<file path="config.mk">
export PLATFORM = sky130hd
export DESIGN_NAME = alu_registered_flat
export DESIGN_NICKNAME = d
export VERILOG_FILES = /design/src/rtl/alu_pkg.sv /design/src/rtl/alu_if.sv /design/src/rtl/alu_core.sv /design/src/rtl/alu_registered.sv /design/src/flat_wrapper.sv
export SDC_FILE = /design/constraint.sdc
export NUM_CORES = 1
export LEC_CHECK = 0
export CAP_MARGIN = 30
export CORE_UTILIZATION = 29
export CTS_CLUSTER_SIZE = 14
export DETAILED_ROUTE_END_ITERATION = 12
export DONT_BUFFER_PORTS = 1
export HOLD_SLACK_MARGIN = 0.1
export PLACE_DENSITY_LB_ADDON = 0.15
export SYNTH_ARGS = -nofsm -noshare
export SYNTH_HDL_FRONTEND = slang
export SYNTH_SLANG_ARGS = --single-unit
</file>
<file path="constraint.sdc">
create_clock -name clk -period 4 [get_ports clk]
set_input_delay 0.6 -clock clk [delete_from_list [all_inputs] [get_ports clk]]
set_output_delay 0.6 -clock clk [all_outputs]
set_load 0.05 [all_outputs]
</file>
<file path="src/rtl/alu_pkg.sv">
// Shared opcode and flag definitions for the ALU and the control unit that drives it.
package alu_pkg;

  localparam logic [3:0] OP_PASS = 4'h0;
  localparam logic [3:0] OP_AND  = 4'h1;
  localparam logic [3:0] OP_OR   = 4'h2;
  localparam logic [3:0] OP_XOR  = 4'h3;
  localparam logic [3:0] OP_NOT  = 4'h4;
  localparam logic [3:0] OP_ADD  = 4'h5;
  localparam logic [3:0] OP_SUB  = 4'h6;
  localparam logic [3:0] OP_INC  = 4'h7;
  localparam logic [3:0] OP_DEC  = 4'h8;
  localparam logic [3:0] OP_SHL  = 4'h9;
  localparam logic [3:0] OP_SHR  = 4'hA;
  localparam logic [3:0] OP_ROL  = 4'hB;
  localparam logic [3:0] OP_ROR  = 4'hC;
  localparam logic [3:0] OP_CMP  = 4'hD;

  localparam int FLG_ZERO  = 0;
  localparam int FLG_CARRY = 1;
  localparam int FLG_OVF   = 2;
  localparam int FLG_NEG   = 3;
  localparam int FLG_LT    = 4;
  localparam int NUM_FLAGS = 5;

  localparam int OPCODE_W = 4;

endpackage

</file>
<file path="src/rtl/alu_if.sv">
// Opcode/operand request and result/flag response between the control unit and the ALU.
interface alu_if #(parameter int WIDTH = 4);
  import alu_pkg::*;

  logic [OPCODE_W-1:0]  iOpCode;
  logic [WIDTH-1:0]     iDato_1;
  logic [WIDTH-1:0]     iDato_2;
  logic [WIDTH-1:0]     oResultado;
  logic [NUM_FLAGS-1:0] oFlags;
  logic                 oValid;

  modport master (
    output iOpCode, iDato_1, iDato_2,
    input  oResultado, oFlags, oValid
  );

  modport slave (
    input  iOpCode, iDato_1, iDato_2,
    output oResultado, oFlags, oValid
  );

endinterface

</file>
<file path="src/rtl/alu_core.sv">
// Combinational opcode decode and datapath; o_hold marks ops whose result must not be stored.
module alu_core
  import alu_pkg::*;
#(
  parameter int WIDTH = 4
) (
  input  logic [OPCODE_W-1:0]  i_op,
  input  logic [WIDTH-1:0]     i_a,
  input  logic [WIDTH-1:0]     i_b,
  output logic [WIDTH-1:0]     o_res,
  output logic [NUM_FLAGS-1:0] o_flags,
  output logic                 o_hold
);

  localparam int MSB = WIDTH - 1;
  localparam logic [WIDTH:0] ONE = (WIDTH+1)'(1);

  logic [WIDTH:0]   w_sum;
  logic [WIDTH-1:0] w_res;
  logic             w_carry;
  logic             w_ovf;
  logic             w_lt;
  logic             w_hold;
  logic             w_rsv;

  always_comb begin
    w_sum   = '0;
    w_res   = '0;
    w_carry = 1'b0;
    w_ovf   = 1'b0;
    w_lt    = 1'b0;
    w_hold  = 1'b0;
    w_rsv   = 1'b0;
    case (i_op)
      OP_PASS: w_res = i_a;
      OP_AND:  w_res = i_a & i_b;
      OP_OR:   w_res = i_a | i_b;
      OP_XOR:  w_res = i_a ^ i_b;
      OP_NOT:  w_res = ~i_a;
      OP_ADD: begin
        w_sum   = {1'b0, i_a} + {1'b0, i_b};
        w_res   = w_sum[MSB:0];
        w_carry = w_sum[WIDTH];
        w_ovf   = (i_a[MSB] == i_b[MSB]) && (w_sum[MSB] != i_a[MSB]);
      end
      OP_SUB, OP_CMP: begin
        // bit WIDTH of the extended difference is the unsigned borrow
        w_sum  = {1'b0, i_a} - {1'b0, i_b};
        w_res  = w_sum[MSB:0];
        w_lt   = w_sum[WIDTH];
        w_ovf  = (i_a[MSB] != i_b[MSB]) && (w_sum[MSB] != i_a[MSB]);
        w_hold = (i_op == OP_CMP);
      end
      OP_INC: begin
        w_sum   = {1'b0, i_a} + ONE;
        w_res   = w_sum[MSB:0];
        w_carry = w_sum[WIDTH];
        w_ovf   = !i_a[MSB] && w_sum[MSB];
      end
      OP_DEC: begin
        w_sum = {1'b0, i_a} - ONE;
        w_res = w_sum[MSB:0];
        w_lt  = w_sum[WIDTH];
        w_ovf = i_a[MSB] && !w_sum[MSB];
      end
      OP_SHL: begin
        w_res   = {i_a[MSB-1:0], 1'b0};
        w_carry = i_a[MSB];
      end
      OP_SHR: begin
        w_res   = {1'b0, i_a[MSB:1]};
        w_carry = i_a[0];
      end
      OP_ROL: begin
        w_res   = {i_a[MSB-1:0], i_a[MSB]};
        w_carry = i_a[MSB];
      end
      OP_ROR: begin
        w_res   = {i_a[0], i_a[MSB:1]};
        w_carry = i_a[0];
      end
      default: w_rsv = 1'b1;
    endcase
  end

  always_comb begin
    o_flags            = '0;
    o_flags[FLG_ZERO]  = !w_rsv && (w_res == '0);
    o_flags[FLG_CARRY] = w_carry;
    o_flags[FLG_OVF]   = w_ovf;
    o_flags[FLG_NEG]   = w_res[MSB];
    o_flags[FLG_LT]    = w_lt;
  end

  assign o_res  = w_res;
  assign o_hold = w_hold;

endmodule

</file>
<file path="src/rtl/alu_registered.sv">
// Registered ALU: 1- or 2-stage pipeline around alu_core with CMP result hold and input-match valid.
module alu_registered
  import alu_pkg::*;
#(
  parameter int WIDTH   = 4,
  parameter int LATENCY = 1
) (
  input  logic clk,
  input  logic rst,
  alu_if.slave bus
);

  localparam int TW = OPCODE_W + 2 * WIDTH;

  logic [TW-1:0]        w_cur;
  logic [TW-1:0]        r_trip1;
  logic                 r_v1;
  logic [OPCODE_W-1:0]  w_core_op;
  logic [WIDTH-1:0]     w_core_a;
  logic [WIDTH-1:0]     w_core_b;
  logic [WIDTH-1:0]     w_res;
  logic [NUM_FLAGS-1:0] w_flags;
  logic                 w_hold;
  logic [WIDTH-1:0]     r_res;
  logic [NUM_FLAGS-1:0] r_flags;
  logic                 w_valid;

  assign w_cur = {bus.iOpCode, bus.iDato_1, bus.iDato_2};

  always_ff @(posedge clk) begin
    if (rst) begin
      r_trip1 <= '0;
      r_v1    <= 1'b0;
    end else begin
      r_trip1 <= w_cur;
      r_v1    <= 1'b1;
    end
  end

  alu_core #(.WIDTH(WIDTH)) u_core (
    .i_op    (w_core_op),
    .i_a     (w_core_a),
    .i_b     (w_core_b),
    .o_res   (w_res),
    .o_flags (w_flags),
    .o_hold  (w_hold)
  );

  if (LATENCY == 1) begin : g_lat1
    assign {w_core_op, w_core_a, w_core_b} = w_cur;

    always_ff @(posedge clk) begin
      if (rst) begin
        r_res   <= '0;
        r_flags <= '0;
      end else begin
        if (!w_hold) r_res <= w_res;
        r_flags <= w_flags;
      end
    end

    assign w_valid = r_v1 && (r_trip1 == w_cur);
  end else begin : g_lat2
    logic [TW-1:0] r_trip2;
    logic          r_v2;

    assign {w_core_op, w_core_a, w_core_b} = r_trip1;

    // stage 2 only loads real captures, so the cleared stage 1 never leaks out after reset
    always_ff @(posedge clk) begin
      if (rst) begin
        r_trip2 <= '0;
        r_v2    <= 1'b0;
        r_res   <= '0;
        r_flags <= '0;
      end else if (r_v1) begin
        r_trip2 <= r_trip1;
        r_v2    <= 1'b1;
        if (!w_hold) r_res <= w_res;
        r_flags <= w_flags;
      end
    end

    assign w_valid = r_v1 && r_v2 && (r_trip1 == w_cur) && (r_trip2 == w_cur);
  end

  assign bus.oResultado = r_res;
  assign bus.oFlags     = r_flags;
  assign bus.oValid     = w_valid;

endmodule

</file>
<file path="src/flat_wrapper.sv">
// flat-port wrapper written by rule: the top's interface ports become plain ports
module alu_registered_flat import alu_pkg::*;
#(
  parameter int WIDTH   = 4,
  parameter int LATENCY = 1
)
  (clk, rst, bus_iOpCode, bus_iDato_1, bus_iDato_2, bus_oResultado, bus_oFlags, bus_oValid);
  alu_if #(.WIDTH(WIDTH)) bus_i ();
  input  logic clk;
  input  logic rst;
  input wire logic [$bits(bus_i.iOpCode)-1:0] bus_iOpCode;
  input wire logic [$bits(bus_i.iDato_1)-1:0] bus_iDato_1;
  input wire logic [$bits(bus_i.iDato_2)-1:0] bus_iDato_2;
  output wire logic [$bits(bus_i.oResultado)-1:0] bus_oResultado;
  output wire logic [$bits(bus_i.oFlags)-1:0] bus_oFlags;
  output wire logic [$bits(bus_i.oValid)-1:0] bus_oValid;
  assign bus_i.iOpCode = bus_iOpCode;
  assign bus_i.iDato_1 = bus_iDato_1;
  assign bus_i.iDato_2 = bus_iDato_2;
  assign bus_oResultado = bus_i.oResultado;
  assign bus_oFlags = bus_i.oFlags;
  assign bus_oValid = bus_i.oValid;
  alu_registered #(.WIDTH(WIDTH), .LATENCY(LATENCY)) u_core (.clk(clk), .rst(rst), .bus(bus_i));
endmodule
</file>
==> results.md <==
- Final Setup Violations: 0
- Core ar.: 5990 um^2
- Worst Setup Path Type: in -> out
- Post-CTS Setup Bufs: 0
- Crit start category: input port
- Chip height: 81.3 um
- Worst Path Required: 3.40 ns
- Clock Latency Late Sink: 0.26 ns
- Starting Density: 30.4%
- Layout Cells excl Fill: 285
- Global-route wire length before repair: 8310 um
- Slew headroom: 43.3%
- # rows: 28
- DRC Markers: 0
- Antenna violations before repair: 0
- Clock H-tree levels: 1
- Switching pwr: 0.171 mW
- CTS tree: yes
- RSZ-0062 raised after global routing: false
- I/O pin total: 24
- Pwr Total: 0.595 mW
- Synth Flop Type: dfxtp_1
- Layout area overhead: 4.88%
- Grt total ovfl: 0
- Worst path max stage delay: 0.66 ns
- Ant diodes: 0
- Slew Viols, Final: 0
- Status: finished, final reports clean
- Drt total wl: 5070 um
- Clock share of power: 35.2%
- Yosys reg bits: 22
- Dpl cells: 281
- Worst-margin pin slew: 0.846 ns
- Vias in the first global route: 1528
- Die area: 6600 um^2
- Distinct cell type count after synthesis: 53
- Clock Skew: 0 ns
- Global Route met3 Usage: 3.15%
- Pleak: 0.767 nW
- Fin crit share: 60.8%
- Drt wl/cell: 17.8 um
- Seq pwr share: 44.2%
- Setup TNS: 0 ns
- Worst hold path type: in -> reg
- Sw frac: 28.7%
- CTS sink cnt: 22
- Syn_nets: 253
- PostCTS Resize Cnt: 0
- Vias per cell: 5.37
- Grt met2 use: 24.4%
- Synth top area cells: dfxtp_1 (24%), ha_1 (11%), xnor2_1 (5.8%)
- Gate Count Post-Synth: 221
- Die Width: 81.3 um
- R2r startpoint: u_core.bus.oResultado[0]$_SDFFE_PP0N_
- Max cap viols: 0
- GRT Overall Usage: 16.6%
- Hold Fails Final Rpt: 0
- Post-synth top area cell: dfxtp_1
- Max VDD drop: 167 uV
- Synth top area share: 24.2%
- Yosys warns: 0
- Worst setup path startpoint: bus_iOpCode[0]
- Arrival @ worst endpoint: 1.83 ns
- Hold_sp: rst
- Fin crit period: 2.43 ns
- Synth Cell Area: 1820 um^2
- Max frequency: 411 MHz
- Synth cell count leaders: dfxtp_1 (22), nor2_1 (20), ha_1 (16), inv_1 (16)
- Hpwl dp: 3720 um
- Ys async rst share: 0%
- Pre-antenna DRT Iters: 4
- Crit Path Max Fanout: 28
- Gate power share: 20.6%
- Power Dens Cells: 311 nW/um^2
- # fillers: 650
- Hold_buf cts: 0
- CP endpoint kind: primary output
- Clk pin slew, worst setup/hold paths: 0.09 ns
- Register area share after synthesis: 24.2%
- Root Driver: clkbuf_8
- Post-synth EDFFs: 0
- Number of buffers added on ports: 0
- Layout cell share with drive strength beyond 1: 6.67%
- Clock tree buffer depth: 2
- Count leader, synth: dfxtp_1
- ANT nets after route: 0
- Vias: 1531
- GRT busiest layer: met1
- Pint: 0.424 mW
- Worst-path cell chain: xor2_1 -> nor4_1 -> nand3_1 -> nor3_2
- Largest net degree at the start of global routing: 29
- Syn avg cell area: 8.24 um^2
- CTS buffer count: 3
- Met1 Use GR: 24.6%
- Final net count: 243
- Initial drt markers: 163
- Gpl congestion: 0.811
- Max stage delay cell, worst path: nor3_2
[power groups by stage]
| stage | clock network [mW] | registers [mW] | logic [mW] |
|---|---|---|---|
| floorplan | 0 | 0.267 | 0.114 |
| global placement | 0 | 0.268 | 0.123 |
| detailed placement | 0 | 0.268 | 0.122 |
| CTS | 0.216 | 0.263 | 0.123 |
| global route | 0.220 | 0.265 | 0.137 |
| finish | 0.210 | 0.263 | 0.122 |
[critical path: cells and delay by family]
family / cells / cell delay [ns]
simple gates: 3 / 1.08
xor+xnor: 1 / 0.14
[placed cells by master, fill, tap and decap left out, types with 2 or more instances in the layout]
| cell type | n |
|---|---|
| and3b_1 | 2 |
| nand2_1 | 9 |
| ha_1 | 16 |
| dfxtp_1 | 22 |
| o21ai_0 | 5 |
| a31oi_1 | 3 |
| xor2_1 | 5 |
| fa_1 | 2 |
| nand2b_1 | 3 |
| a32o_1 | 3 |
| o31ai_1 | 4 |
| a211o_1 | 3 |
| o211ai_1 | 4 |
| nand3_1 | 10 |
| mux2i_1 | 3 |
| nor2_1 | 20 |
| nor4_1 | 4 |
| a21oi_1 | 12 |
| or2_2 | 2 |
| nor2b_1 | 4 |
| nor3_1 | 9 |
| inv_1 | 16 |
| a211oi_1 | 2 |
| clkbuf_8 | 3 |
| nand3b_1 | 3 |
| xnor2_1 | 12 |
| nand4_1 | 2 |
| o21bai_1 | 2 |
[worst paths after layout]
| kind | to | slack, ns | cells past startpoint |
|---|---|---|---|
| setup / recovery | bus_oValid | 1.57 | 4 |
| hold / removal | u_core.r_trip1[9]$_SDFF_PP0_ | 0.39 | 1 |
| setup reg to reg | u_core.bus.oResultado[0]$_SDFFE_PP0N_ | 2.99 | 2 |
| hold reg to reg | u_core.bus.oResultado[0]$_SDFFE_PP0N_ | 0.73 | 2 |
[sequential cells by signal (all words and copies together), names as in the netlist]
register and count:
u_core.r_trip1 12, u_core.bus.oFlags 5, u_core.bus.oResultado 4, u_core.r_v1 1
[metal layers]
metal | vias up | routed length (um)
li1 | 765 | -
met1 | 722 | 2610
met2 | 38 | 2210
met3 | 6 | 190
met4 | 0 | 54
met5 | - | 0
[stage by stage]
step	setup WS, ns	hold WS, ns	instance area [um^2]	util [%]
detailed placement	1.57	0.675	1840	30.7
finish	1.57	0.390	1910	31.9
global placement	1.56	0.673	1840	30.7
CTS	1.56	0.381	1910	31.9
floorplan	0.801	0.714	1820	-
global route	1.47	0.379	1910	31.9
[cell families after synthesis]
logic type	share of synthesized area, %
AO/OA/AOI/OAI	20.1
multiplexers	2.88
adder cells (fa/ha/maj)	13.2
flip-flops	24.2
buffers and inverters	7.76
XOR/XNOR	8.17
AND/OR/NAND/NOR	23.7
[cell type report]
type,instances,area [um^2],area share (%)
multi-input cells,168,1240,65.2
flip-flops and latches,22,440,23.1
well taps,75,93.8,4.91
inverters,16,60.1,3.14
clock buffers,3,41.3,2.16
clock inverters,1,30.0,1.57
Note: power is estimated with default switching activity, not from simulation.
